File: src/rtl/mem_access_unit.sv
// MEM stage access unit: drives the data-memory handshake, stalls the pipeline
// while a request is in flight, and owns the MEM/WB register.
module mem_access_unit #(
   parameter int TIMEOUT = 16
) (
   input  logic        clk,
   input  logic        reset,
   input  logic [31:0] ex_pc,
   input  logic [31:0] ex_alu_result,
   input  logic [31:0] ex_read_data2,
   input  logic [4:0]  ex_write_reg,
   input  logic        ex_regwrite,
   input  logic        ex_memwrite,
   input  logic        ex_memread,
   input  logic [1:0]  ex_memtoreg,
   output logic        stall,
   output logic        mem_req,
   output logic        mem_we,
   output logic [31:0] mem_addr,
   output logic [31:0] mem_wdata,
   input  logic [31:0] mem_rdata,
   input  logic        mem_ack,
   output logic [31:0] wb_pc,
   output logic [31:0] wb_alu_result,
   output logic [31:0] wb_read_data,
   output logic [4:0]  wb_write_reg,
   output logic        wb_regwrite,
   output logic [1:0]  wb_memtoreg,
   output logic [1:0]  wb_err
);

   localparam int CNT_W = $clog2(TIMEOUT) + 1;

   typedef enum logic [1:0] {IDLE, ACCESS, COMPLETE} state_t;

   state_t            state_q, state_d;
   logic [CNT_W-1:0]  cnt_q, cnt_d;
   logic [31:0]       rdata_q, rdata_d;
   logic              tmo_q, tmo_d;
   logic [31:0]       wb_pc_q, wb_pc_d;
   logic [31:0]       wb_alu_q, wb_alu_d;
   logic [31:0]       wb_rd_q, wb_rd_d;
   logic [4:0]        wb_wr_q, wb_wr_d;
   logic              wb_rw_q, wb_rw_d;
   logic [1:0]        wb_mtr_q, wb_mtr_d;
   logic [1:0]        wb_err_q, wb_err_d;
   logic              stall_c;
   logic              op, aligned, is_load;

   assign op      = ex_memread | ex_memwrite;
   assign aligned = (ex_alu_result[1:0] == 2'b00);
   // A combined read+write is treated as a store, so only pure reads return data.
   assign is_load = ex_memread & ~ex_memwrite;

   always_comb begin
      state_d   = state_q;
      cnt_d     = cnt_q;
      rdata_d   = rdata_q;
      tmo_d     = tmo_q;
      wb_pc_d   = wb_pc_q;
      wb_alu_d  = wb_alu_q;
      wb_rd_d   = wb_rd_q;
      wb_wr_d   = wb_wr_q;
      wb_rw_d   = wb_rw_q;
      wb_mtr_d  = wb_mtr_q;
      wb_err_d  = wb_err_q;
      stall_c   = 1'b0;
      mem_req   = 1'b0;
      mem_we    = 1'b0;
      mem_addr  = 32'd0;
      mem_wdata = 32'd0;
      case (state_q)
         IDLE: begin
            if (op && aligned) begin
               stall_c = 1'b1;
               state_d = ACCESS;
               cnt_d   = '0;
               tmo_d   = 1'b0;
               rdata_d = 32'd0;
            end else begin
               wb_pc_d  = ex_pc;
               wb_alu_d = ex_alu_result;
               wb_rd_d  = 32'd0;
               wb_wr_d  = ex_write_reg;
               wb_mtr_d = ex_memtoreg;
               wb_rw_d  = op ? 1'b0 : ex_regwrite;
               wb_err_d = op ? 2'b01 : 2'b00;
            end
         end
         ACCESS: begin
            stall_c   = 1'b1;
            mem_req   = 1'b1;
            mem_we    = ex_memwrite;
            mem_addr  = ex_alu_result;
            mem_wdata = ex_read_data2;
            // Ack is checked first so it wins over an expiring wait counter.
            if (mem_ack) begin
               rdata_d = is_load ? mem_rdata : 32'd0;
               state_d = COMPLETE;
               cnt_d   = '0;
            end else if (cnt_q == CNT_W'(TIMEOUT - 1)) begin
               tmo_d   = 1'b1;
               state_d = COMPLETE;
               cnt_d   = '0;
            end else begin
               cnt_d = cnt_q + CNT_W'(1);
            end
         end
         COMPLETE: begin
            wb_pc_d  = ex_pc;
            wb_alu_d = ex_alu_result;
            wb_wr_d  = ex_write_reg;
            wb_mtr_d = ex_memtoreg;
            wb_rw_d  = tmo_q ? 1'b0 : ex_regwrite;
            wb_rd_d  = tmo_q ? 32'd0 : rdata_q;
            wb_err_d = tmo_q ? 2'b10 : 2'b00;
            state_d  = IDLE;
         end
         default: state_d = IDLE;
      endcase
   end

   // Reset must drop the stall immediately even though the FSM sits in IDLE.
   assign stall = stall_c & reset;

   always_ff @(posedge clk or negedge reset) begin
      if (!reset) begin
         state_q  <= IDLE;
         cnt_q    <= '0;
         rdata_q  <= 32'd0;
         tmo_q    <= 1'b0;
         wb_pc_q  <= 32'd0;
         wb_alu_q <= 32'd0;
         wb_rd_q  <= 32'd0;
         wb_wr_q  <= 5'd0;
         wb_rw_q  <= 1'b0;
         wb_mtr_q <= 2'd0;
         wb_err_q <= 2'd0;
      end else begin
         state_q  <= state_d;
         cnt_q    <= cnt_d;
         rdata_q  <= rdata_d;
         tmo_q    <= tmo_d;
         wb_pc_q  <= wb_pc_d;
         wb_alu_q <= wb_alu_d;
         wb_rd_q  <= wb_rd_d;
         wb_wr_q  <= wb_wr_d;
         wb_rw_q  <= wb_rw_d;
         wb_mtr_q <= wb_mtr_d;
         wb_err_q <= wb_err_d;
      end
   end

   assign wb_pc         = wb_pc_q;
   assign wb_alu_result = wb_alu_q;
   assign wb_read_data  = wb_rd_q;
   assign wb_write_reg  = wb_wr_q;
   assign wb_regwrite   = wb_rw_q;
   assign wb_memtoreg   = wb_mtr_q;
   assign wb_err        = wb_err_q;

endmodule
File: config.mk
export PLATFORM = sky130hd
export DESIGN_NAME = mem_access_unit
export DESIGN_NICKNAME = d
export VERILOG_FILES = /design/src/rtl/mem_access_unit.sv
export SDC_FILE = /design/constraint.sdc
export NUM_CORES = 1
export LEC_CHECK = 0
export ABC_CLOCK_PERIOD_IN_PS = 2000
export BUFFER_PORTS_ARGS = -buffer_cell sky130_fd_sc_hd__buf_4
export CAP_MARGIN = 20
export CORE_MARGIN = 8
export CORE_UTILIZATION = 30
export CTS_BUF_LIST = sky130_fd_sc_hd__clkbuf_8
export DETAILED_ROUTE_END_ITERATION = 16
export GPL_TIMING_DRIVEN = 0
export PLACE_DENSITY_LB_ADDON = 0.08
export SLEW_MARGIN = 20
export SYNTH_ARGS = -nofsm -noshare
export SYNTH_HDL_FRONTEND = slang
export SYNTH_SLANG_ARGS = --single-unit
File: constraint.sdc
create_clock -name clk -period 2 [get_ports clk]
set_clock_uncertainty 0.1 [all_clocks]
set_input_delay 0.2 -clock clk [delete_from_list [all_inputs] [get_ports clk]]
set_output_delay 0.2 -clock clk [all_outputs]
set_load 0.02 [all_outputs]
==> impl_metrics.env, run 1 <==
export IMPL_ant_nets=0
export IMPL_hold_depth=4
export IMPL_synth_top_cell_area_share_pct=60.67
export IMPL_layout_commonest_cell="buf_4"
export IMPL_wl_per_cell_um=17.83
export IMPL_peakVddDrop_mv=0.3762
export IMPL_core_mm2=0.01997
export IMPL_crit_type="register to primary output"
export IMPL_r2r_start="state_q[1]"
export IMPL_slowest_delay_ns=0.40
export IMPL_drv_cap=0
export IMPL_cts_buffers=17
export IMPL_fin_area_mm2=0.01073
export IMPL_antenna_found_initial=0
export IMPL_antennaDiodeCount=0
export IMPL_vias=5463
export IMPL_place_area_mm2=0.008745
export IMPL_synthTopCellsByArea="dfrtp_1 (61%), mux2_2 (13%), and2_1 (6.8%)"
export IMPL_worstSetupEndpointType="primary output"
export IMPL_slew_limit_headroom_pct=65.57
export IMPL_fin_crit_sh_pct=98.29
export IMPL_fp_row_count=52
export IMPL_rrSetupSlack_ns=0.11
export IMPL_cts_tree="built"
export IMPL_reg2reg_to="wb_alu_result[15]"
export IMPL_max_freq_mhz=508.7
export IMPL_drc=0
export IMPL_grt_max_degree=84
export IMPL_tightestPinTransition_ns=0.5165
export IMPL_final_setup_viol_count=0
export IMPL_drive_above_1_share_pct=51.74
export IMPL_synth_nets=630
export IMPL_layout_common_cells="buf_4 (280), dfrtp_1 (145), dlygate4sd3_1 (106)"
export IMPL_pwr_density_cell_mw_per_mm2=794.7
export IMPL_synthCells=488
export IMPL_dp_hpwl_mm=16.06
export IMPL_cp_start_kind="register"
export IMPL_cp_arrival_ns=1.67
export IMPL_synth_top_area_cell="dfrtp_1"
export IMPL_cts_num_sinks=146
export IMPL_nets=1082
export IMPL_cp_endpoint="stall"
export IMPL_port_buffers=313
export IMPL_cp_max_fo=3
export IMPL_grt_overflow_total=0
export IMPL_grt_first_pass_wirelength_mm=32.75
export IMPL_setup_tns_ns=0
export IMPL_hp_class="input pin to register"
export IMPL_cp_depth=5
export IMPL_start_util_pct=30.15
export IMPL_p_leak_nw=5.172
export IMPL_fin_util_pct=53.71
export IMPL_rr_worst_depth=5
export IMPL_synthesis_area_mm2=0.006022
export IMPL_ctsHtreeMaxLevel=4
export IMPL_crit_chain="o21bai_4 -> o31ai_4 -> buf_6 -> and3b_1 -> buf_6"
export IMPL_die_width_um=157.7
export IMPL_rsz0062_at_grt="true"
export IMPL_root_buffer="clkbuf_8"
export IMPL_io_pins=314
export IMPL_clk_latency_ns=0.43
export IMPL_ys_seq_area_share_pct=60.67
export IMPL_syn_area_per_cell_um2=12.34
export IMPL_hold_viol=0
export IMPL_die_area_mm2=0.02486
export IMPL_required_ns=1.70
export IMPL_yosysUniqueCellTypes=30
export IMPL_drt_initial_drc_count=124
export IMPL_ys_ff_latch=146
export IMPL_cts_buffer_depth=2
export IMPL_die_height_um=157.7
export IMPL_worst_path_buf_inv=2
export IMPL_crit_start="state_q[1]"
export IMPL_totalWireLength_mm=21.77
export IMPL_syn2layout_area_growth_pct=78.16
export IMPL_gp_congestion=0.7530
export IMPL_outcome="finished, final reports clean"
export IMPL_crit_family="compound AO/OA/AOI/OAI gates"
export IMPL_yosys_warnings=0
export IMPL_cp_slowest_cell="dfrtp_1"
export IMPL_period_minus_slack_ns=1.966
export IMPL_slew_violations=0
export IMPL_path_common_cell="buf_6"
export IMPL_path_clk_slew_ns=0.07
export IMPL_dr_pass1_iters=4
export IMPL_vias_per_cell=4.474
export IMPL_gr_usage_all_layers_pct=17.09
export IMPL_grt_pass1_vias=6049
cells by family (layout without fill, tap and decap cells):
logic type	count (synthesis)	count (layout)	synth area share, %
adder cells (fa/ha/maj)	1	1	0.2077
buffers and inverters	66	529	4.425
multiplexers	72	72	13.44
AND/OR/NAND/NOR	122	122	11.53
AO/OA/AOI/OAI	81	81	9.724
flip-flops	146	146	60.67
layout make-up:
type,instances,area (um2)
Sequential cell,146,3655
Clock inverter,12,182.7
Tap cell,270,337.8
Fill cell,1722,9245
Timing Repair Buffer,434,3760
Inverter,35,136.4
Clock buffer,18,247.7
Multi-Input combinational cell,276,2182
Buffer,30,227.7
tightest hold or removal path, stage by stage:
cell and delay (ns):
buf_4 0.13, nor3b_2 0.08, nand3_1 0.08, o21ai_0 0.07
metrics by stage:
step / power [W] / cells / hold slack, ns / setup WS (ns)
finish: 0.008526 / 1221 / 0.07427 / 0.03426
global route: 0.008934 / 1221 / 0.07566 / -0.05843
CTS: 0.008532 / 1218 / 0.03344 / -0.06428
detailed placement: 0.005677 / 1072 / 0.08522 / -0.4722
global placement: 0.005636 / 1071 / 0.3292 / -0.4797
floorplan: 0.004544 / 488 / -0.1956 / 0.08917
synth_stat cells:
library cell	n
clkbuf_1	15
and2_1	65
o21ai_0	29
o21bai_2	1
or4_1	1
buf_2	15
a31o_2	1
or3_1	2
o31ai_4	1
nor3_1	1
nor3b_2	1
mux2i_1	1
dfrtp_1	146
o2bb2ai_4	1
and3b_1	1
nand2_1	4
nand3_1	34
a22o_1	33
ha_1	1
o221ai_1	1
nor2_1	10
mux2_2	71
a31oi_1	1
o21ai_1	8
a21oi_1	4
buf_1	1
nor2b_1	2
a21boi_0	1
nand2b_1	1
inv_1	35
layer usage:
metal	GRT usage [%]	vias to the layer above	part of all wire, %
li1	-	2565	-
met1	18.52	2688	37
met2	31.68	193	54
met3	5.542	17	7.9
met4	3.808	0	0.98
met5	0	-	0
report_power, final:
group          switching [W]  internal, W
Clock                0.00114      0.00139
Combinational        0.00126      0.00131
Sequential          0.000175      0.00325
timing repair:
| action | in CTS | in global routing |
|---|---|---|
| endpoints found under the hold margin | 169 | 0 |
| hold buffers | 106 | 0 |
| pin swaps | 1 | 14 |
| endpoints found under the setup margin | 171 | 166 |
| resized for setup | 38 | 84 |
| buffers inserted | 10 | 0 |
| gates cloned | 1 | 3 |
worst min path at each step:
stage / slack [ns] / to / from
5_1_grt: 0.08 / rdata_q[25] / ex_memwrite
3_3_place_gp: 0.33 / rdata_q[3] / mem_rdata[3]
2_1_floorplan: -0.20 / cnt_q[0] / reset
3_5_place_dp: 0.09 / wb_read_data[19] / reset
6_report: 0.07 / rdata_q[25] / ex_memwrite
4_1_cts: 0.03 / rdata_q[25] / ex_memwrite
No activity file was read; power rests on OpenSTA's default activity.
==> run 2, diff against run 1 <==
- MAX_ROUTING_LAYER: not set -> met4
==> run 2 against run 1 <==
First-iteration DRC count increased by 24%; wire length up 0.65%; critical path depth did not move; maximum frequency fell by 0.11%; setup slack worse by 0.0022 ns; flip-flop and latch count stayed put; combinational power is essentially flat; die area stayed put; final cell count unchanged; hold slack lost 0.0039 ns; sequential power about the same; critical endpoint unchanged; largest cell class unchanged; highest routed layer unchanged.
==> impl_metrics.env, run 2 (synthesized netlist as in run 1, its figures left out) <==
export IMPL_outcome="finished, final reports clean"
export IMPL_grt_pass1_vias=6060
export IMPL_required_ns=1.70
export IMPL_path_common_cell="buf_6"
export IMPL_internal_power_w=0.005963
export IMPL_placed_cells=1072
export IMPL_fp_row_count=52
export IMPL_power_frac_seq_pct=40.1
export IMPL_cts_buffers=17
export IMPL_wl_met2_mm=11.81
export IMPL_crit_type="register to primary output"
export IMPL_vias_per_cell=4.488
export IMPL_period_minus_slack_ns=1.968
export IMPL_die_width_um=157.7
export IMPL_core_mm2=0.01997
export IMPL_ant_nets=0
export IMPL_gr_usage_all_layers_pct=17.61
export IMPL_fin_area_mm2=0.01075
export IMPL_dp_hpwl_mm=16.06
export IMPL_start_util_pct=30.15
export IMPL_hold_viol=0
export IMPL_cts_buffer_depth=2
export IMPL_cts_num_sinks=146
export IMPL_worstSetupEndpointType="primary output"
export IMPL_fin_util_pct=53.80
export IMPL_totalWireLength_mm=21.91
export IMPL_slowest_delay_ns=0.40
export IMPL_grt_overflow_total=0
export IMPL_clk_latency_ns=0.43
export IMPL_multiInputGateArea_mm2=0.002195
export IMPL_antennaDiodeCount=0
export IMPL_top_layer_used="met4"
export IMPL_final_setup_viol_count=0
export IMPL_port_buffers=313
export IMPL_grt_first_pass_wirelength_mm=32.71
export IMPL_fill_cells=1720
export IMPL_die_area_mm2=0.02486
export IMPL_drv_cap=0
export IMPL_met3_length_mm=1.373
export IMPL_drc=0
export IMPL_switchingPower_w=0.002579
export IMPL_dr_pass1_iters=4
export IMPL_path_clk_slew_ns=0.07
export IMPL_max_freq_mhz=508.1
export IMPL_cp_arrival_ns=1.67
export IMPL_layout_common_cells="buf_4 (279), dfrtp_1 (145), dlygate4sd3_1 (106)"
export IMPL_peakVddDrop_mv=0.3756
export IMPL_cp_slowest_cell="dfrtp_1"
export IMPL_gp_congestion=0.7619
export IMPL_antenna_found_initial=0
export IMPL_pwr_density_cell_mw_per_mm2=795.0
export IMPL_worst_path_buf_inv=2
export IMPL_drt_initial_drc_count=154
export IMPL_cts_tree="built"
export IMPL_vias=5480
export IMPL_p_leak_nw=5.181
export IMPL_hp_class="input pin to register"
export IMPL_layout_commonest_cell="buf_4"
export IMPL_rsz0062_at_grt="true"
export IMPL_pwr_share_clk_pct=29.6
export IMPL_grt_max_degree=84
export IMPL_final_cell_count_no_fill=1221
export IMPL_ff_latch_area_mm2=0.003655
export IMPL_nets=1082
export IMPL_slew_limit_headroom_pct=65.92
export IMPL_swShare_pct=30.19
export IMPL_die_height_um=157.7
export IMPL_fin_crit_sh_pct=98.40
export IMPL_root_buffer="clkbuf_8"
export IMPL_wl_per_cell_um=17.94
export IMPL_slew_violations=0
export IMPL_ctsHtreeMaxLevel=4
export IMPL_crit_chain="o21bai_4 -> o31ai_4 -> buf_6 -> and3b_1 -> buf_6"
export IMPL_drive_above_1_share_pct=52.26
export IMPL_syn2layout_area_growth_pct=78.43
export IMPL_tightestPinTransition_ns=0.5113
export IMPL_met1Wirelength_mm=8.549
export IMPL_crit_family="compound AO/OA/AOI/OAI gates"
export IMPL_cp_max_fo=3
export IMPL_io_pins=314
export IMPL_cp_start_kind="register"
export IMPL_p_comb_share_pct=30.3
export IMPL_place_area_mm2=0.008745
==> run 2: changes by cell type in the layout (fill, tap and decap cells not counted) <==
| cell | delta |
|---|---|
| and2_1 | -5 |
| and2_4 | +5 |
| buf_4 | -1 |
| buf_6 | +1 |
==> run 2: stage by stage <==
stage	hold slack, ns	setup slack (ns)	power [W]	setup TNS, ns
floorplan	-0.1956	0.08917	0.004544	0
global placement	0.3292	-0.4797	0.005636	-35.48
detailed placement	0.08522	-0.4722	0.005677	-31.42
CTS	0.03344	-0.06428	0.008532	-0.06835
global route	0.06910	-0.06500	0.008950	-0.2497
finish	0.07032	0.03205	0.008543	0
==> run 2: path summary, 6_finish.rpt <==
kind                                         end   startpoint  slack, ns  cells past startpoint
worst min-delay path                 rdata_q[25]  ex_memwrite       0.07                      4
max in group asynchronous         wb_memtoreg[0]        reset       0.81                      3
worst min register to register  wb_read_data[17]  rdata_q[17]       0.39                      1
min in group asynchronous       wb_read_data[19]        reset       0.19                      2
worst max-delay path                       stall   state_q[1]       0.03                      5
worst max register to register         wb_pc[29]   state_q[1]       0.11                      5
==> run 2: area by class of cell <==
class / count / area share (%)
repair buffers: 434 / 35.03
clock inverters: 12 / 1.700
clock buffers: 18 / 2.306
well taps: 270 / 3.144
inverters: 35 / 1.269
plain buffers: 30 / 2.119
multi-input cells: 276 / 20.42
flip-flops and latches: 146 / 34.01
==> run 2: repair_timing <==
action,CTS,global route
hold buffers,106,0
pin swaps,1,15
hold endpoints to repair,169,0
gates cloned,1,3
setup endpoints to repair,171,173
setup buffers,10,0
gates resized for setup,38,90
==> run 2: power groups by stage <==
stage	clock [W]	combinational (W)	sequential [W]
after global routing	0.00273	0.00275	0.00347
after CTS	0.00262	0.00248	0.00343
after detailed placement	0	0.00220	0.00348
after floorplan	0	0.000777	0.00377
final	0.00253	0.00259	0.00343
after global placement	0	0.00217	0.00347
==> run 2: metal layers <==
| metal | global-route usage (%) | vias up |
|---|---|---|
| met2 | 31.60 | 182 |
| li1 | - | 2568 |
| met3 | 4.586 | 12 |
| met5 | - | - |
| met4 | 3.536 | 0 |
| met1 | 19.42 | 2718 |
==> run 2: worst min-delay path: stages <==
cell     delay, ns
buf_4         0.13
nor3b_2       0.08
nand3_1       0.08
o21ai_0       0.07
==> run 3, diff against run 2 <==
- PLACE_DENSITY_LB_ADDON: 0.08 -> 0.12
==> run 3 against run 2 <==
Sequential share of layout area rose by 0.41 points; wire length fell by 0.28%; largest power group unchanged; core utilization fell by 0.65 points; flip-flop and latch count did not move.
==> impl_metrics.env, run 3 (synthesized netlist as in run 1, its figures left out) <==
export IMPL_fill_cells=1733
export IMPL_path_clk_slew_ns=0.07
export IMPL_cts_tree="built"
export IMPL_cts_buffer_depth=2
export IMPL_slew_limit_headroom_pct=65.24
export IMPL_hold_viol=0
export IMPL_max_freq_mhz=512.6
export IMPL_grt_pass1_vias=6024
export IMPL_cts_buffers=17
export IMPL_drive_above_1_share_pct=50.79
export IMPL_start_util_pct=30.15
export IMPL_totalWireLength_mm=21.85
export IMPL_gr_usage_all_layers_pct=17.79
export IMPL_reg2reg_to="rdata_q[12]"
export IMPL_wl_per_cell_um=17.92
export IMPL_vias=5427
export IMPL_die_height_um=157.7
export IMPL_grt_first_pass_wirelength_mm=32.96
export IMPL_p_leak_nw=5.137
export IMPL_cp_start_kind="register"
export IMPL_vias_per_cell=4.452
export IMPL_cp_arrival_ns=1.65
export IMPL_tightestPinTransition_ns=0.5215
export IMPL_slew_violations=0
export IMPL_antenna_found_initial=0
export IMPL_die_area_mm2=0.02486
export IMPL_fp_row_count=52
export IMPL_worstSetupEndpointType="primary output"
export IMPL_layout_commonest_cell="buf_4"
export IMPL_cts_num_sinks=146
export IMPL_layout_common_cells="buf_4 (289), dfrtp_1 (145), dlygate4sd3_1 (106)"
export IMPL_outcome="finished, final reports clean"
export IMPL_ant_nets=0
export IMPL_fin_crit_sh_pct=97.54
export IMPL_whs_endpoint="wb_regwrite"
export IMPL_fin_util_pct=53.15
export IMPL_rsz0062_at_grt="true"
export IMPL_place_area_mm2=0.008745
export IMPL_crit_type="register to primary output"
export IMPL_rr_worst_depth=4
export IMPL_hp_class="input pin to register"
export IMPL_die_width_um=157.7
export IMPL_cp_max_fo=10
export IMPL_hold_depth=4
export IMPL_final_setup_viol_count=0
export IMPL_r2r_start="state_q[0]"
export IMPL_grt_max_degree=81
export IMPL_hp_start="ex_memread"
export IMPL_rrSetupSlack_ns=0.10
export IMPL_fin_area_mm2=0.01062
export IMPL_root_buffer="clkbuf_8"
export IMPL_ctsHtreeMaxLevel=4
export IMPL_grt_overflow_total=0
export IMPL_syn2layout_area_growth_pct=76.29
export IMPL_place_ws_ns=-0.4711
export IMPL_dp_hpwl_mm=16.44
export IMPL_nets=1079
export IMPL_core_mm2=0.01997
export IMPL_peakVddDrop_mv=0.3761
export IMPL_port_buffers=313
export IMPL_period_minus_slack_ns=1.951
export IMPL_antennaDiodeCount=0
export IMPL_io_pins=314
export IMPL_drt_initial_drc_count=173
export IMPL_dr_pass1_iters=4
export IMPL_gp_congestion=0.7844
export IMPL_clk_latency_ns=0.43
export IMPL_required_ns=1.70
export IMPL_layout_setup_ws_ns=0.04919
export IMPL_pwr_density_cell_mw_per_mm2=799.6
export IMPL_drc=0
export IMPL_drv_cap=0
## run 3: changes by cell type in the layout (fill, tap and decap cells not counted), moves of 2 or more
cell,delta
buf_4,+10
and2_4,-11
clkinvlp_4,-2
and2_1,+11
buf_6,-15
## run 3: through the flow
| stage | TNS (ns) | std cells | hold slack [ns] | total power (W) |
|---|---|---|---|---|
| finish | 0 | 1219 | 0.07403 | 0.008489 |
| global placement | -32.26 | 1071 | 0.3316 | 0.005645 |
| CTS | -0.03503 | 1218 | 0.04937 | 0.008520 |
| detailed placement | -29.40 | 1072 | 0.09700 | 0.005690 |
| global route | -0.3003 | 1219 | 0.06237 | 0.008903 |
| floorplan | 0 | 488 | -0.1956 | 0.004544 |
## run 3: worst max path at each step
stage | slack [ns] | cells past startpoint | end | from
final | 0.05 | 6 | mem_wdata[11] | state_q[1]
after global placement | -0.47 | 6 | stall | state_q[1]
after floorplan | 0.09 | 5 | stall | state_q[1]
after detailed placement | -0.47 | 6 | stall | state_q[1]
after CTS | -0.04 | 5 | stall | state_q[1]
after global routing | -0.05 | 5 | stall | state_q[1]
## run 3: metal layers
layer / routed length, um / up-vias / global-route usage (%) / share of wire [%]
li1: - / 2561 / - / -
met1: 8696 / 2652 / 19.92 / 40
met2: 11620 / 193 / 31.17 / 53
met3: 1193 / 21 / 4.122 / 5.5
met4: 337 / 0 / 5.213 / 1.5
met5: 0 / - / - / 0
## run 3: power by group
group / internal, W / switching [W] / leakage [nW] / total [W]
Clock: 0.00139 / 0.00114 / 0.221 / 0.00253
Combinational: 0.00127 / 0.00126 / 3.05 / 0.00253
Sequential: 0.00325 / 0.000177 / 1.86 / 0.00343
Total: 0.00591 / 0.00257 / 5.14 / 0.00849
## run 3: worst max-delay path: stages, from the launching register on
cell,delay [ns]
dfrtp_1,0.40
nand2b_4,0.17
inv_6,0.08
clkbuf_16,0.17
buf_8,0.12
and2_1,0.15
buf_6,0.12
## run 3: repair_timing
item / 4_1_cts / 5_1_grt
setup endpoints to repair: 167 / 82
resized for setup: 30 / 64
endpoints found under the hold margin: 172 / 0
pin swaps: 1 / 16
setup buffers: 8 / 0
cloned: 2 / 1
hold buffers: 106 / 0
## run 3: cell type report
| type | count | area [um2] | area share [%] |
|---|---|---|---|
| tap | 270 | 337.8 | 3.182 |
| multi-input combinational | 276 | 2167 | 20.41 |
| clock inverter | 13 | 185.2 | 1.744 |
| buffer | 30 | 206.4 | 1.945 |
| sequential | 146 | 3655 | 34.43 |
| inverter | 35 | 136.4 | 1.285 |
| clock buffer | 18 | 247.7 | 2.334 |
| timing repair buffer | 431 | 3681 | 34.67 |
